[src/rtl/binsearch_pkg.sv]
// Shared definitions for the sorted-RAM writer and the binary-search reader.
package binsearch_pkg;

  localparam int unsigned DEF_N    = 32;
  localparam int unsigned DEF_LOGN = 5;
  localparam int unsigned DEF_W    = 8;

  typedef enum logic [1:0] {
    IDLE  = 2'd0,
    READ  = 2'd1,
    CMP   = 2'd2,
    PLACE = 2'd3
  } state_t;

endpackage

[src/rtl/sorted_insert_writer.sv]
// Inserts one value per handshake into a sorted RAM, shifting larger entries up a slot.
module sorted_insert_writer
  import binsearch_pkg::*;
#(
  parameter int unsigned N    = DEF_N,
  parameter int unsigned LOGN = DEF_LOGN,
  parameter int unsigned W    = DEF_W
) (
  input  logic            clk,
  input  logic            reset,
  input  logic [W-1:0]    in_data,
  input  logic            in_valid,
  output logic            in_ready,
  input  logic            clear,
  output logic [LOGN-1:0] mem_addr,
  output logic            mem_wr_en,
  output logic [W-1:0]    mem_wr_data,
  input  logic [W-1:0]    mem_rd_data,
  output logic [LOGN:0]   count,
  output logic            full,
  output logic            busy,
  output logic            done
);

  localparam logic [LOGN:0] FULL_CNT = (LOGN+1)'(N);
  localparam logic [LOGN:0] ONE      = (LOGN+1)'(1);

  state_t          state_q, state_d;
  logic [W-1:0]    v_q, v_d;
  logic [LOGN:0]   i_q, i_d;
  logic [LOGN:0]   count_q, count_d;
  logic            full_q, full_d;
  logic            accept;

  // Next-state, datapath updates and RAM port drive for the insertion walk.
  always_comb begin
    state_d     = state_q;
    v_d         = v_q;
    i_d         = i_q;
    count_d     = count_q;
    mem_addr    = '0;
    mem_wr_en   = 1'b0;
    mem_wr_data = '0;
    done        = 1'b0;
    in_ready    = 1'b0;
    accept      = 1'b0;

    case (state_q)
      IDLE: begin
        in_ready = !full_q && !clear;
        accept   = in_valid && in_ready;
        if (clear) begin
          count_d = '0;
        end else if (accept) begin
          v_d     = in_data;
          i_d     = count_q;
          state_d = (count_q == '0) ? PLACE : READ;
        end
      end
      READ: begin
        mem_addr = LOGN'(i_q - ONE);
        state_d  = CMP;
      end
      CMP: begin
        // Strictly greater shifts; equal stops, so duplicates land after existing ones.
        if (mem_rd_data > v_q) begin
          mem_addr    = i_q[LOGN-1:0];
          mem_wr_en   = 1'b1;
          mem_wr_data = mem_rd_data;
          i_d         = i_q - ONE;
          state_d     = (i_q == ONE) ? PLACE : READ;
        end else begin
          state_d = PLACE;
        end
      end
      PLACE: begin
        mem_addr    = i_q[LOGN-1:0];
        mem_wr_en   = 1'b1;
        mem_wr_data = v_q;
        done        = 1'b1;
        count_d     = count_q + ONE;
        state_d     = IDLE;
      end
      default: state_d = IDLE;
    endcase

    // Strobes come straight from state, so suppress them while reset is being sampled.
    if (reset) begin
      mem_addr  = '0;
      mem_wr_en = 1'b0;
      done      = 1'b0;
    end

    full_d = (count_d == FULL_CNT);
  end

  // State and datapath registers.
  always_ff @(posedge clk) begin
    if (reset) begin
      state_q <= IDLE;
      v_q     <= '0;
      i_q     <= '0;
      count_q <= '0;
      full_q  <= 1'b0;
    end else begin
      state_q <= state_d;
      v_q     <= v_d;
      i_q     <= i_d;
      count_q <= count_d;
      full_q  <= full_d;
    end
  end

  assign count = count_q;
  assign full  = full_q;
  assign busy  = (state_q != IDLE);

endmodule

[config.mk]
export PLATFORM = sky130hd
export DESIGN_NAME = sorted_insert_writer
export DESIGN_NICKNAME = d
export VERILOG_FILES = /design/src/rtl/binsearch_pkg.sv /design/src/rtl/sorted_insert_writer.sv
export SDC_FILE = /design/constraint.sdc
export NUM_CORES = 1
export LEC_CHECK = 0
export CAP_MARGIN = 20
export CORE_MARGIN = 2
export CORE_UTILIZATION = 53
export DETAILED_ROUTE_END_ITERATION = 12
export PLACE_DENSITY = 0.86
export SYNTH_ARGS = -nofsm -noshare
export SYNTH_HDL_FRONTEND = slang
export SYNTH_SLANG_ARGS = --single-unit
[constraint.sdc]
create_clock -name clk -period 4.6 [get_ports clk]
set_input_delay 0.92 -clock clk [delete_from_list [all_inputs] [get_ports clk]]
set_output_delay 0.92 -clock clk [all_outputs]
set_load 0.01 [all_outputs]
# Word-level counts from Yosys, hierarchy flattened
# Cells that the tools add are included.
# word_totals
ram_bits	0
mem_bits_ro	0
memories	0
latch_bits	0
reg_bits	23
out_inout_bits	24
word_cells	51
# classes
n_reduce_logical	11
div	0
addsub	2
eq_ne	8
muxes	23
n_shift	0
n_bitwise	1
mul	0
n_lt_le_gt_ge	1
# op_table
cell	n
$mux 6	4
$pmux 6 s2	2
$pmux 8 s2	1
$pmux 5 s3	1
$mux 2	5
$mux 5	2
$gt 8x8->1	1
$mux 8	1
$pmux 2 s4	1
$add 6x1->6 const B	1
$eq 6x1->1 const B	1
$eq 6x6->1 const B	1
$logic_not 6->1	1
$ne 2x2->1 const B	3
$sub 6x1->6 const B	1
$mux 1	5
$eq 2x2->1 const B	2
$reduce_and 4->1	1
$reduce_bool 2->1	2
$reduce_and 3->1	1
$eq 2x1->1 const B	1
$logic_and 1x1->1	2
$logic_not 1->1	2
$logic_not 2->1	1
other kinds (3)	3

# Depth between registers and ports, before layout
# depth
depth_word	6
mapped_depth	9

# Worst setup path after synthesis
# No wires, ideal clock.
# synth_timing
path_kind	input to output
from	in mem_rd_data[5]
to	out mem_wr_data[0]
stages	7
path_slack_ns	1.387
path_buffers	1
t_required_ns	3.680
t_arrival_ns	2.293
path_cell_list	ha_1 -> a211o_1 -> o211ai_2 -> a211oi_2 -> or2_1 -> buf_6 -> a22o_1
# synth_via
elab_chain_len	3
# synth_rtl
item	line_no	source
from (decl)	sorted_insert_writer.sv:18	input logic [W-1:0] mem_rd_data,
$gt 8x8->1	sorted_insert_writer.sv:66	if (mem_rd_data > v_q) begin
$mux 8	sorted_insert_writer.sv:66	
$pmux 8 s2	sorted_insert_writer.sv:48	case (state_q)
to (decl)	sorted_insert_writer.sv:17	output logic [W-1:0] mem_wr_data,
# No other way between the ends.

# Final worst setup path
# layout_timing
from	in mem_rd_data[6]
to	out mem_wr_data[0]
# Same word-level chain as after synthesis.

==> key figures <==
Logic synthesis
  • Post-synthesis cell type count: 55
  • Avg Cell Area, Syn: between 7 and 8 µm²
  • Synth area leader: dfxtp_1
  • Synth top area share: 27.2%
  • Top cells by area, synth: dfxtp_1 (27%), ha_1 (12%), nand2_1 (6.0%)
  • Post-synth top cells: nand2_1 (27), dfxtp_1 (23), inv_1 (17), nor2_1 (17), ha_1 (16)
  • Mapped Area: roughly 1700 µm²
  • Yosys warns: 0
  • Post-synth EDFFs: 0
  • Most instantiated library cell after synthesis: nand2_1
  • Synthesized Nets: 248
  • Top_reg_cell synth: dfxtp_1
  • Synthesized instance count: 212
  • Seq cells post-synth: 23
  • Sequential share of the synthesized area: 27.2%
  • Synth async-reset ratio: 0%

Finish
  • Layout Nets: 289
  • ANT cells: 0
  • Syn-to-layout area delta: 28.1%
  • Layout cells sized above 1: 5.16%
  • Finished Layout Cells: 296

Hold path
  • Hold Crit Class: register to register
  • Hold-critical path depth: 2
  • WHS Endpoint: v_q[2]
  • Hold_sp: v_q[2]

STA
  • Post-route minimum period: 4.28 ns
  • Worst Clk Skew: 0.00368 ns
  • Worst-Margin Slew: 0.513 ns
  • Final slew viol count: 0
  • Final hold violations: 0
  • # setup viols final: 0
  • Setup TNS: 0 ns
  • Fmax achieved: between 200 and 250 MHz
  • Max_slew headroom: 65.8%
  • Unrepaired setup endpoints after global routing: false
  • Crit share post-route: 93.0%

Critical path
  • Critical Path Source Type: primary input
  • Setup CP Type: primary input to primary output
  • Required time of the critical path: 3.68 ns
  • RR Startpoint: state_q[0]
  • R2r setup slk: 2.34 ns
  • Setup crit end kind: primary output
  • CP max FO: 8
  • Critical Path AT: 3.36 ns
  • Reg2reg path depth: 6
  • Reg2reg end: i_q[1]

Pwr
  • Clk pwr share: 11.3%
  • Pwr Density: 376 nW/µm²
  • Internal: between 0.0004 and 0.0005 W
  • Logic pwr share: around 58%
  • Switch share: 43.2%
  • Final Power: 0.000815 W
  • Net Switching: roughly 0.00035 W
  • Maximum VDD drop: 256 µV
  • Seq pwr share: 31.2%
  • Leak: 0.828 nW

Detailed routing
  • Via count: 1706
  • DRC errors left: 0
  • Drt first pass iters: 4
  • Drt initial violations: 95
  • Routed Antenna Nets: 0
  • Vias per cell: 5.76
  • DRT Wirelength: 4160 µm
  • DR WL/cell: about 14 µm

Placement
  • Dpl hpwl: 3150 µm
  • I/O Buffers: 43
  • Placer Congestion: 0.860
  • Placed cells: 292

Clocking
  • Clock Root Buffer: clkbuf_4
  • Num CTS Buffers: 3
  • Post-cts resize count: 0
  • TritonCTS clock tree: yes
  • Clock transition at path regs: 0.12 ns
  • Clk_lat worst skew: 0.30 ns
  • TritonCTS Sinks: 23
  • Longest Clk Path Bufs: 2
  • CTS H-Tree Depth: 1
  • Cts hold-fix bufs: 0
  • Number of setup buffers added after CTS: 0

Global route
  • Vias in the first global route: 1494
  • Largest net degree at the start of global routing: 25
  • Grt total ovfl: 0
  • Total GRT Usage: 23.9%
  • Initial antenna violation count: 0
  • First-pass GRT wire length: 6730 µm

Die
  • IO Pins: 44
  • Rows: 20
  • Area of the core: 3050 µm²
  • Die Ht: just over 60 µm
  • Chip width: 60.5 µm
  • Initial Util: 55.4%
  • Total die area: ~3700 µm²

Status
  • Status: completed

Flow run
  • Max-Cap Viols: 0
==> through the flow <==
stage	setup WS [ns]	hold slack [ns]	util, %	cell area, µm²
2_1_floorplan	1.39	0.450	-	1690
3_5_place_dp	0.322	0.476	70.1	2140
6_report	0.322	0.493	70.9	2170
5_1_grt	0.157	0.511	70.9	2170
4_1_cts	0.316	0.493	70.9	2170
3_3_place_gp	0.356	0.469	70.1	2140
==> cells in the final DEF, fill, tap and decap left out, types with 2 or more instances in the layout <==
cell / count
inv_1: 17
a211oi_1: 4
mux2_1: 2
nor3b_1: 2
nor2b_1: 4
a21o_1: 3
nand2b_1: 4
nand3_1: 4
nand4_1: 3
o21ai_1: 3
and4_1: 2
xnor2_1: 2
nor4_1: 2
o22ai_1: 2
nand2_1: 27
o211ai_1: 3
a32oi_1: 2
a22o_1: 9
ha_1: 16
clkdlybuf4s50_1: 43
a31oi_1: 2
clkbuf_4: 3
a22oi_1: 3
dfxtp_1: 23
o31ai_1: 3
a21oi_1: 12
and2_1: 2
o21ai_0: 3
mux2i_1: 2
nor3_1: 5
nor2_1: 17
==> sequential cells by signal, summed over array words and instances (netlist names) <==
name	cells
full	1
state_q	2
v_q	8
i_q	6
count	6
==> cell type report <==
| type | count | area, µm² |
|---|---|---|
| repair buffers | 44 | 438 |
| well taps | 44 | 55.1 |
| clock buffers | 4 | 26.3 |
| fillers | 270 | 887 |
| inverters | 18 | 67.6 |
| flip-flops and latches | 23 | 460 |
| multi-input cells | 163 | 1120 |
==> worst max-delay path, stage by stage <==
cell	delay, ns
clkdlybuf4s50_1	0.43
ha_1	0.34
nand4_2	0.15
or3b_1	0.38
a21oi_2	0.17
or2_1	0.28
a22o_1	0.17
clkdlybuf4s50_1	0.52
==> cells by family (layout without fill, tap and decap cells) <==
group | count (synthesis) | count (layout) | synth area share, %
xor+xnor | 2 | 2 | 1.04
buf+inv | 26 | 66 | 6.59
simple gates | 79 | 79 | 23.6
compound gates | 61 | 61 | 26.5
fa+ha+maj | 16 | 16 | 11.8
flops | 23 | 23 | 27.2
mux | 5 | 5 | 3.18
==> how the worst max path moves through the flow <==
stage                    from              to  slack, ns  cells past startpoint
2_1_floorplan  mem_rd_data[5]  mem_wr_data[0]       1.39                      7
4_1_cts        mem_rd_data[6]  mem_wr_data[0]       0.32                      8
3_5_place_dp   mem_rd_data[7]  mem_wr_data[4]       0.32                      8
3_3_place_gp   mem_rd_data[6]  mem_wr_data[4]       0.36                      8
5_1_grt        mem_rd_data[6]  mem_wr_data[0]       0.16                      8
6_report       mem_rd_data[6]  mem_wr_data[0]       0.32                      8
==> metal layers <==
metal	track usage, %	vias to the layer above	wire, µm
li1	-	853	-
met1	34.8	798	1960
met2	38.7	51	1950
met3	2.13	4	224
met4	5.28	0	33
met5	0	-	0
==> power by group through the flow <==
stage | combinational, W | sequential [W] | clock [W]
2_1_floorplan | 0.000328 | 0.000250 | 0
3_3_place_gp | 0.000459 | 0.000258 | 0
3_5_place_dp | 0.000465 | 0.000258 | 0
4_1_cts | 0.000467 | 0.000253 | 0.0000919
5_1_grt | 0.000514 | 0.000257 | 0.000101
6_report | 0.000469 | 0.000254 | 0.0000916
Power figures use the tool's default switching activity.
